<file path="src/rtl/kmap_pkg.sv">
// rtl/kmap_pkg.sv - shared types and constants for the K-map truth-table scanner
package kmap_pkg;

    typedef enum logic [1:0] {
        IDLE,
        DRIVE,
        SAMPLE,
        DONE
    } scan_state_t;

    // Table of F = A(B'+C) + A'BC' + B'C, minterms 1,2,4,5,7
    localparam logic [7:0] KMAP_F_EXPECTED = 8'hB6;

endpackage

</file>
<file path="src/rtl/kmap_truth_table_scanner_if.sv">
// rtl/kmap_truth_table_scanner_if.sv - scan control, function-block and result handshake bundle
interface kmap_truth_table_scanner_if #(
    parameter int N_VARS = 3
);
    logic                   start;
    logic [N_VARS-1:0]      vars_out;
    logic                   f_in;
    logic [2**N_VARS-1:0]   expected_table;
    logic                   busy;
    logic                   result_valid;
    logic                   result_ready;
    logic [2**N_VARS-1:0]   truth_table;
    logic [N_VARS:0]        minterm_cnt;
    logic                   match;

    modport slave (
        input  start, f_in, expected_table, result_ready,
        output vars_out, busy, result_valid, truth_table, minterm_cnt, match
    );

    modport master (
        output start, f_in, expected_table, result_ready,
        input  vars_out, busy, result_valid, truth_table, minterm_cnt, match
    );
endinterface

</file>
<file path="src/rtl/kmap_settle_timer.sv">
// rtl/kmap_settle_timer.sv - loadable down-counter timing how long each vector is held
module kmap_settle_timer #(
    parameter int SETTLE_CYCLES = 1
) (
    input  logic clk,
    input  logic rst_n,
    input  logic i_load,
    input  logic i_dec,
    output logic o_expired
);
    localparam int CW = (SETTLE_CYCLES > 2) ? $clog2(SETTLE_CYCLES) : 1;
    // Loading SETTLE_CYCLES-1 makes expiry coincide with the last hold cycle
    localparam logic [CW-1:0] PRESET = CW'(SETTLE_CYCLES - 1);

    logic [CW-1:0] r_count;

    always_ff @(posedge clk or negedge rst_n) begin
        if (!rst_n) begin
            r_count <= '0;
        end else if (i_load) begin
            r_count <= PRESET;
        end else if (i_dec && (r_count != '0)) begin
            r_count <= r_count - 1'b1;
        end
    end

    assign o_expired = (r_count == '0);
endmodule

</file>
<file path="src/rtl/kmap_truth_table_scanner.sv">
// rtl/kmap_truth_table_scanner.sv - sweeps all input vectors of a combinational function and captures its truth table
module kmap_truth_table_scanner
    import kmap_pkg::*;
#(
    parameter int N_VARS        = 3,
    parameter int SETTLE_CYCLES = 1
) (
    input  logic                         clk,
    input  logic                         rst_n,
    kmap_truth_table_scanner_if.slave    bus
);
    localparam int TBL_W = 2**N_VARS;
    localparam logic [N_VARS-1:0] LAST_IDX = '1;

    scan_state_t        r_state;
    scan_state_t        w_next;
    logic               w_load;
    logic               w_dec;
    logic               w_sample;
    logic               w_clear;
    logic               w_expired;
    logic               w_last;
    logic [N_VARS-1:0]  r_index;
    logic [TBL_W-1:0]   r_table;
    logic [TBL_W-1:0]   w_table_next;
    logic [N_VARS:0]    r_cnt;
    logic               r_match;

    kmap_settle_timer #(
        .SETTLE_CYCLES (SETTLE_CYCLES)
    ) u_settle (
        .clk       (clk),
        .rst_n     (rst_n),
        .i_load    (w_load),
        .i_dec     (w_dec),
        .o_expired (w_expired)
    );

    assign w_last = (r_index == LAST_IDX);

    always_ff @(posedge clk or negedge rst_n) begin
        if (!rst_n) begin
            r_state <= IDLE;
        end else begin
            r_state <= w_next;
        end
    end

    always_comb begin
        w_next   = r_state;
        w_load   = 1'b0;
        w_dec    = 1'b0;
        w_sample = 1'b0;
        w_clear  = 1'b0;
        case (r_state)
            IDLE: begin
                if (bus.start) begin
                    w_next  = DRIVE;
                    w_clear = 1'b1;
                    w_load  = 1'b1;
                end
            end
            DRIVE: begin
                if (w_expired) begin
                    w_next = SAMPLE;
                end else begin
                    w_dec = 1'b1;
                end
            end
            SAMPLE: begin
                w_sample = 1'b1;
                if (w_last) begin
                    w_next = DONE;
                end else begin
                    w_next = DRIVE;
                    w_load = 1'b1;
                end
            end
            DONE: begin
                if (bus.result_ready) begin
                    w_next = IDLE;
                end
            end
            default: w_next = IDLE;
        endcase
    end

    // The final sample must be folded in before the match compare
    always_comb begin
        w_table_next          = r_table;
        w_table_next[r_index] = bus.f_in;
    end

    always_ff @(posedge clk or negedge rst_n) begin
        if (!rst_n) begin
            r_index <= '0;
            r_table <= '0;
            r_cnt   <= '0;
            r_match <= 1'b0;
        end else if (w_clear) begin
            r_index <= '0;
            r_table <= '0;
            r_cnt   <= '0;
            r_match <= 1'b0;
        end else if (w_sample) begin
            r_table <= w_table_next;
            r_cnt   <= r_cnt + {{N_VARS{1'b0}}, bus.f_in};
            if (w_last) begin
                r_match <= (w_table_next == bus.expected_table);
            end else begin
                r_index <= r_index + {{(N_VARS-1){1'b0}}, 1'b1};
            end
        end
    end

    assign bus.vars_out     = r_index;
    assign bus.busy         = (r_state != IDLE);
    assign bus.result_valid = (r_state == DONE);
    assign bus.truth_table  = r_table;
    assign bus.minterm_cnt  = r_cnt;
    assign bus.match        = r_match;
endmodule

</file>
<file path="src/flat_wrapper.sv">
// flat-port wrapper written by rule: the top's interface ports become plain ports
module kmap_truth_table_scanner_flat import kmap_pkg::*;
#(
    parameter int N_VARS        = 3,
    parameter int SETTLE_CYCLES = 1
)
  (clk, rst_n, bus_start, bus_f_in, bus_expected_table, bus_result_ready, bus_vars_out, bus_busy, bus_result_valid, bus_truth_table, bus_minterm_cnt, bus_match);
  kmap_truth_table_scanner_if #(.N_VARS(N_VARS)) bus_i ();
  input  logic clk;
  input  logic rst_n;
  input wire logic [$bits(bus_i.start)-1:0] bus_start;
  input wire logic [$bits(bus_i.f_in)-1:0] bus_f_in;
  input wire logic [$bits(bus_i.expected_table)-1:0] bus_expected_table;
  input wire logic [$bits(bus_i.result_ready)-1:0] bus_result_ready;
  output wire logic [$bits(bus_i.vars_out)-1:0] bus_vars_out;
  output wire logic [$bits(bus_i.busy)-1:0] bus_busy;
  output wire logic [$bits(bus_i.result_valid)-1:0] bus_result_valid;
  output wire logic [$bits(bus_i.truth_table)-1:0] bus_truth_table;
  output wire logic [$bits(bus_i.minterm_cnt)-1:0] bus_minterm_cnt;
  output wire logic [$bits(bus_i.match)-1:0] bus_match;
  assign bus_i.start = bus_start;
  assign bus_i.f_in = bus_f_in;
  assign bus_i.expected_table = bus_expected_table;
  assign bus_i.result_ready = bus_result_ready;
  assign bus_vars_out = bus_i.vars_out;
  assign bus_busy = bus_i.busy;
  assign bus_result_valid = bus_i.result_valid;
  assign bus_truth_table = bus_i.truth_table;
  assign bus_minterm_cnt = bus_i.minterm_cnt;
  assign bus_match = bus_i.match;
  kmap_truth_table_scanner #(.N_VARS(N_VARS), .SETTLE_CYCLES(SETTLE_CYCLES)) u_core (.clk(clk), .rst_n(rst_n), .bus(bus_i));
endmodule
</file>
<file path="config.mk">
export PLATFORM = sky130hd
export DESIGN_NAME = kmap_truth_table_scanner_flat
export DESIGN_NICKNAME = d
export VERILOG_FILES = /design/src/rtl/kmap_pkg.sv /design/src/rtl/kmap_truth_table_scanner_if.sv /design/src/rtl/kmap_settle_timer.sv /design/src/rtl/kmap_truth_table_scanner.sv /design/src/flat_wrapper.sv
export SDC_FILE = /design/constraint.sdc
export NUM_CORES = 1
export LEC_CHECK = 0
export ABC_CLOCK_PERIOD_IN_PS = 2400
export CORE_ASPECT_RATIO = 1.25
export CORE_MARGIN = 2
export CORE_UTILIZATION = 49
export CTS_CLUSTER_SIZE = 12
export DETAILED_ROUTE_END_ITERATION = 16
export MAX_ROUTING_LAYER = met4
export PLACE_DENSITY = 0.78
export SETUP_SLACK_MARGIN = 0.3
export SLEW_MARGIN = 10
export SYNTH_ARGS = -nofsm -noshare
export SYNTH_HDL_FRONTEND = slang
export SYNTH_HIERARCHICAL = 1
export SYNTH_SLANG_ARGS = --single-unit
export TNS_END_PERCENT = 5
</file>
<file path="constraint.sdc">
create_clock -name clk -period 2.4 [get_ports clk]
set_input_delay 0.24 -clock clk [delete_from_list [all_inputs] [get_ports clk]]
set_output_delay 0.24 -clock clk [all_outputs]
set_load 0.005 [all_outputs]
</file>
==> run metrics, run 1 <==
Reg power frac 34.6%; Worst EP required 2640 ps; f_max 0.499 GHz; DRT Pass-1 Iters 4; Iter 0 DRT Violations 44; top cell type's share of synthesized area about 36%; PwrDens 1000 nW/um^2; Slew HR 61.8%; layout net count 187; CTS buffer count 3; share of cells above drive strength 1 between 10% and 20%; Comb power frac 55.4%; maximum VDD drop about 0.58 mV; Distinct cells, synth 38; post-synth top area cell dfrtp_1; I/O Buffers 30; P&R area growth vs syn 29.8%; Worst Clk Skew 6.68 ps; hold_buf cts 0; Reg2Reg Capture Point u_core/bus.match; routability cong. 0.959; NetSw 0.685 mW; RR Startpoint u_core/bus.vars_out[1]; Hold Violations, Final 0; Clk pwr share 10.0%; syn_area_per_cell 9.73 um^2; largest net degree at the start of global routing 20; Hold WS 260 ps; CTS tree done; Lkg Pwr 0.744 nW; CTS root buffer clkbuf_4; final slew viol count 0; Synth Register Bits 19; crit path max fanout 10; DRC 0; Final period util 83.4%; CTS sink cnt 19; core area approximately 2600 um^2; CP arrival 2250 ps; num rows 21; Hold Path Class input port to async pin; yosys warns 6; overall routed net length ~3.4 mm; R2R cell count 5; setup TNS 0 ps; DIE AREA 3110 um^2; multi-input combinational cell area 785 um^2; All-Layer GR Usage 24.9%; detailed placement HPWL 2.45 mm; Worst Max-Slew Pin Slew around 570 ps; most frequent cells in the layout clkdlybuf4s50_1, dfrtp_1, a22o_1; chip width just over 50 um; Ports 31; drt wl/cell about 17 um; async set or reset register ratio after synthesis 100%; Mapped Cells between 100 and 150; Routed Antenna Nets 0; max cap viols 0; synthesized cell area 1310 um^2; startpoint types flip-flop; H-tree depth 1; Fillers ~230; Finish-stage setup viols 0; register area share after synthesis 36.2%; grt total ovfl 0; Sw Share 40.0%; CTS max path bufs 2; # resized after CTS 0; synth top area cells dfrtp_1, a22o_1, mux2_2; diodes inserted 0; first-pass GRT wire length 5.68 mm; internal power 1.03 mW; register area roughly 480 um^2; RSZ-0062 raised after global routing false; most common cell after layout, fill and taps aside clkdlybuf4s50_1; vias 1219; top_reg_cell synth dfrtp_1; worst skew pair latency between 300 and 400 ps; critical path type flip-flop to flip-flop; detailed-route vias per instance 6.00; Worst setup startpoint u_core/bus.vars_out[1]; EDFF count, synth 0; Die Height 61.9 um; clk slew on worst S/H paths 120 ps; status finished, final reports clean; vias in the first global route approximately 1200; initial cell density of the core 50.0%; Crit. End Element flip-flop; initial antenna violation count 0; post-CTS setup buffers 0; R2R Setup Slk 400 ps; Min Clock Period, post-route 2000 ps; Post-Syn Nets between 150 and 200
worst max-delay path by stage:
stage,to,cells after the start
after floorplan,u_core/bus.match,6
after global placement,u_core/bus.match,5
after detailed placement,u_core/bus.match,5
after CTS,u_core/bus.match,5
after global routing,u_core/bus.match,5
final,u_core/bus.match,5
kinds of logic after synthesis:
kind of cell | count (synthesis) | synth area share [%]
DFF | 19 | 36.2
muxes | 15 | 12.4
AOI/OAI and AO/OA | 37 | 20.4
xor gates and xnor gates | 6 | 4.00
buffers and inverters | 12 | 4.09
and+or+nand+nor | 42 | 19.1
adders and majority gates | 4 | 3.81
synthesized netlist by cell type, types with 2 or more instances:
cell and n:
xnor2_1 2, a31oi_1 2, mux2i_1 5, nand3_1 2, a21oi_1 7, nand3b_1 4
mux2_2 10, nor2_1 3, xor2_1 4, dfrtp_1 19, a22o_1 17, inv_1 4
nor3_1 3, nand2b_1 4, ha_1 4, nor2b_1 4, o22ai_1 2, clkbuf_1 6
nor4_1 2, nand2_1 8, o21ai_0 3, nor3b_1 4
cell type report:
cell class	instances	area share [%]
sequential	19	28.0
multi-input combinational	104	46.0
clock buffer	4	1.54
tap	34	2.49
timing repair buffer	38	21.1
inverter	4	0.880
per-layer routing:
layer | share of wire (%) | up-vias | global-route usage, %
met5 | 0 | - | -
met4 | 1.8 | 0 | 10.8
met1 | 43 | 587 | 31.1
met3 | 5.9 | 7 | 3.83
li1 | - | 571 | -
met2 | 49 | 54 | 40.6
power by group through the flow:
| stage | Clock [mW] | Combinational, mW | Sequential [mW] |
|---|---|---|---|
| 6_report | 0.170 | 0.948 | 0.592 |
| 5_1_grt | 0.193 | 1.03 | 0.615 |
| 4_1_cts | 0.174 | 0.950 | 0.588 |
| 3_5_place_dp | 0 | 0.943 | 0.593 |
| 3_3_place_gp | 0 | 0.921 | 0.585 |
| 2_1_floorplan | 0 | 0.598 | 0.528 |
metrics by stage:
| step | util [%] | cell area, um^2 | worst slack (ps) | total power, mW | cells |
|---|---|---|---|---|---|
| after floorplan | - | 1310 | 588 | 1.13 | 135 |
| after global placement | 63.9 | 1680 | 477 | 1.51 | 199 |
| final | 64.9 | 1710 | 397 | 1.71 | 203 |
| after CTS | 64.9 | 1700 | 352 | 1.71 | 203 |
| after detailed placement | 63.9 | 1680 | 369 | 1.54 | 199 |
| after global routing | 64.9 | 1710 | 337 | 1.84 | 203 |
flip-flops by register name, indices dropped and copies added (netlist names):
register,flops
u_core/bus.vars_out,3
u_core/bus.minterm_cnt,4
u_core/u_settle/r_count,1
u_core/bus.truth_table,8
u_core/bus.match,1
u_core/r_state,2
worst max-delay path: stages (launching register included):
cell and delay [ps]:
dfrtp_1 530, or3b_4 470, mux2i_1 180, o22ai_1 100
or4_1 540, o21ai_1 130
(Power assumes the default switching activity.)
==> inputs of run 2 (changes only) <==
Settings changed: ABC_CLOCK_PERIOD_IN_PS 2400 to 2020.
Clock period 2.4 ns to 2.02 ns, I/O delays scaled along.
==> run metrics, run 2 (synthesis results as in run 1) <==
DIE AREA around 3100 um^2; core area roughly 2600 um^2; largest net degree at the start of global routing 20; Ports 31; DRC 0; WL met1 between 1.5 and 2 mm; CTS sink cnt 19; All-Layer GR Usage about a quarter; share of cells above drive strength 1 28.3%; final core occ 71.5%; Finish-stage setup viols 0; setup TNS 0 ps; slowest stage delay, CP 480 ps; DRT Pass-1 Iters 4; chip width 50.3 um; initial antenna violation count 0; Setup WS pre-CTS 136 ps; Die Height 61.9 um; routability cong. 0.869; PwrDens about 1200 nW/um^2; crit path max fanout 8; overall routed net length 3.60 mm; Total Power 2.25 mW; slowest stage cell, crit path dfrtp_2; Slew HR 71.2%; first-pass GRT wire length 5.97 mm; detailed-route vias per instance between 5 and 6; CTS root buffer clkbuf_4; CTS tree done; critical path type flip-flop to flip-flop; CP arrival 1950 ps; clk slew on worst S/H paths 110 ps; critical-path cell list buf_4 -> buf_4 -> or3_1 -> a211oi_2 -> a31oi_1 -> nand4_1 -> o21ai_2; Min Clock Period, post-route roughly 1800 ps; Lkg Pwr 0.835 nW; Crit. End Element flip-flop; Routed Antenna Nets 0; CTS buffer count 3; maximum VDD drop roughly 0.80 mV; vias approximately 1300; DR WL met3 167 um; Hold Path Class input port to async pin; most common cell after layout, fill and taps aside clkdlybuf4s50_1; P&R area growth vs syn 43.0%; worst skew pair latency between 200 and 300 ps; layout net count roughly 210; f_max 0.565 GHz; drt wl/cell 16.3 um; detailed placement HPWL about 2.4 mm; grt total ovfl 0; Worst EP required 2200 ps; startpoint types flip-flop; CTS max path bufs 2; final slew viol count 0; Hold Violations, Final 0; DR top layer met4; most used cell, CP buf_4; vias in the first global route ~1300; Worst Clk Skew 3.61 ps; most frequent cells in the layout clkdlybuf4s50_1, buf_4, a22o_1; num rows 21; status finished, final reports clean; Worst Max-Slew Pin Slew 431 ps; max cap viols 0; diodes inserted 0; H-tree depth 1; WL met2 about 1.8 mm; Largest register FFs 8; Iter 0 DRT Violations 25; initial cell density of the core approximately half; hold_buf cts 0; I/O Buffers 30; final setup margin 251 ps; RSZ-0062 raised after global routing true; Final period util 87.6%; Fillers between 200 and 250
[run 2: path summary, 6_finish.rpt]
path | start | end | slack (ps) | cells past startpoint
hold reg to reg | u_core/u_settle/r_count | u_core/u_settle/r_count | 540 | 1
setup / recovery | u_core/bus.vars_out[1] | u_core/bus.match | 250 | 7
min in group clk | u_core/u_settle/r_count | u_core/u_settle/r_count | 540 | 1
setup reg to reg | u_core/bus.vars_out[1] | u_core/bus.match | 250 | 7
hold / removal | rst_n | u_core/bus.truth_table[7] | 230 | 2
max in group asynchronous | rst_n | u_core/r_state[1] | 1560 | 2
[run 2: cell type report]
| class | instances | area (um^2) | area share [%] |
|---|---|---|---|
| Multi-Input combinational cell | 104 | 817 | 43.5 |
| Timing Repair Buffer | 56 | 495 | 26.4 |
| Sequential cell | 19 | 482 | 25.6 |
| Tap cell | 34 | 42.5 | 2.27 |
| Clock buffer | 4 | 26.3 | 1.40 |
| Inverter | 4 | 15.0 | 0.799 |
[run 2: timing repair]
| item | in CTS | in global routing |
|---|---|---|
| pin swaps | 3 | 2 |
| setup endpoints to repair | 6 | 3 |
| setup buffers | 12 | 0 |
| gates resized for setup | 5 | 5 |
| endpoints found under the hold margin | 0 | 0 |
| gates cloned | 0 | 0 |
[run 2: through the flow]
step                      instance area [um^2]  std cells  hold WS, ps
after global routing                      1880        221          245
after floorplan                           1330        135        -93.6
after global placement                    1730        205          506
final                                     1880        221          234
after CTS                                 1860        221          237
after detailed placement                  1730        205          518
[run 2: per-layer routing]
metal | global-route usage [%] | vias up
met5 | - | -
met1 | 31.0 | 619
met2 | 43.8 | 50
met3 | 3.35 | 6
li1 | - | 606
met4 | 12.4 | 0
[run 2: report_power, final]
| part | total (mW) | internal, mW | switching [mW] |
|---|---|---|---|
| clock network | 0.199 | 0.0768 | 0.122 |
| registers | 0.675 | 0.506 | 0.169 |
| logic | 1.38 | 0.815 | 0.566 |
[run 2: worst max-delay path, delay by kind of cell, from the launching register on]
kind	cells	cell delay, ps
and+or+nand+nor	2	520
DFF	1	480
AOI/OAI and AO/OA	3	350
buffers and inverters	2	300
==> inputs of run 3 (changes only) <==
Settings changed: ABC_CLOCK_PERIOD_IN_PS 2020 to 2200, CORE_UTILIZATION 49 to 53, PLACE_DENSITY 0.78 to 0.83.
Clock period 2.02 ns to 2.2 ns, I/O delays scaled along.
==> run metrics, run 3 (synthesis results as in run 1) <==
status finished, final reports clean; diodes inserted 0; critical path type flip-flop to flip-flop; setup TNS 0 ps; Fillers 191; CTS root buffer clkbuf_4; Placed Instances 199; routability cong. 1.02; Slew HR between 70% and 80%; chip width 48.5 um; DRC 0; DRT Pass-1 Iters 4; CP arrival 2190 ps; max cap viols 0; Routed Antenna Nets 0; core area 2400 um^2; initial cell density of the core between 50 and 60%; Finish-stage setup viols 0; worst skew pair latency 290 ps; detailed placement HPWL roughly 2.5 mm; I/O Buffers 30; RSZ-0062 raised after global routing true; P&R area growth vs syn 35.0%; area of placed instances 1680 um^2; All-Layer GR Usage 27.0%; Die Height between 50 and 60 um; CTS max path bufs 2; Largest register FFs 8; drt wl/cell 17.7 um; Worst Max-Slew Pin Slew 359 ps; final instance area 1770 um^2; startpoint types flip-flop; largest net degree at the start of global routing 23; crit path max fanout 4; Final period util 89.3%; most common cell after layout, fill and taps aside clkdlybuf4s50_1; num rows 20; final slew viol count 0; CTS buffer count 3; vias 1269; CTS sink cnt 19; layout net count 193; Min Clock Period, post-route 1960 ps; maximum VDD drop 0.777 mV; f_max slightly above 0.5 GHz; overall routed net length 3.67 mm; Hold Violations, Final 0; grt total ovfl 0; Worst EP required 2420 ps; Ports 31; Iter 0 DRT Violations 45; RR Startpoint u_core/bus.vars_out[1]; PwrDens 1100 nW/um^2; Lkg Pwr roughly 0.78 nW; first-pass GRT wire length 5.83 mm; Hold Path Class input port to async pin; most frequent cells in the layout clkdlybuf4s50_1, a22o_1, dfrtp_1; Crit. End Element flip-flop; vias in the first global route approximately 1200; final core occ 73.8%; initial antenna violation count 0; hold_buf cts 0; share of cells above drive strength 1 21.7%; detailed-route vias per instance between 6 and 7; H-tree depth 1; Worst setup startpoint u_core/bus.vars_out[1]; Worst Clk Skew 5.70 ps; clk slew on worst S/H paths 110 ps; R2R Setup Slk between 200 and 250 ps; fin cells 208; CTS tree done; DIE AREA 2900 um^2
-- run 3: final timing paths --
check	cells after the start	end
max	5	u_core/bus.match
min	2	u_core/bus.truth_table[5]
max reg2reg	5	u_core/bus.match
min reg2reg	1	u_core/u_settle/r_count
max in group asynchronous	2	u_core/bus.vars_out[1]
min in group clk	1	u_core/u_settle/r_count
-- run 3: final cells by class --
| type | count | area [um^2] | area share [%] |
|---|---|---|---|
| timing repair buffer | 44 | 405 | 22.9 |
| inverter | 4 | 15.0 | 0.847 |
| clock buffer | 4 | 26.3 | 1.48 |
| sequential | 19 | 479 | 27.0 |
| multi-input combinational | 104 | 806 | 45.4 |
| tap | 33 | 41.3 | 2.33 |
-- run 3: critical path, stage by stage, from the launching register on --
cell and delay, ps:
dfrtp_2 440, or3b_4 430, mux2i_2 210, o22ai_1 130, or4_1 560, o21ai_2 140
-- run 3: timing repair --
item | CTS | global route
endpoints found under the setup margin | 1 | 2
gates cloned | 0 | 0
buffers inserted | 5 | 0
pin swaps | 0 | 0
gates resized for setup | 4 | 4
-- run 3: power breakdown --
group	internal (mW)	total, mW	leakage (nW)	switching, mW
sequential	0.460	0.604	0.252	0.143
clock	0.0703	0.173	0.0150	0.103
combinational	0.654	1.18	0.510	0.526
-- run 3: metal layers --
metal / up-vias / routed length [um] / track usage, %
li1: 581 / - / -
met2: 65 / 1820 / 47.0
met5: - / 0 / -
met4: 0 / 76 / 10.2
met1: 614 / 1520 / 31.2
met3: 9 / 256 / 5.50
-- run 3: metrics by stage --
step / hold slack (ps) / power, mW / worst slack [ps]
2_1_floorplan: -75.6 / 1.23 / 388
3_3_place_gp: 508 / 1.64 / 257
3_5_place_dp: 517 / 1.68 / 243
4_1_cts: 269 / 1.92 / 307
5_1_grt: 287 / 2.09 / 233
6_report: 273 / 1.96 / 235
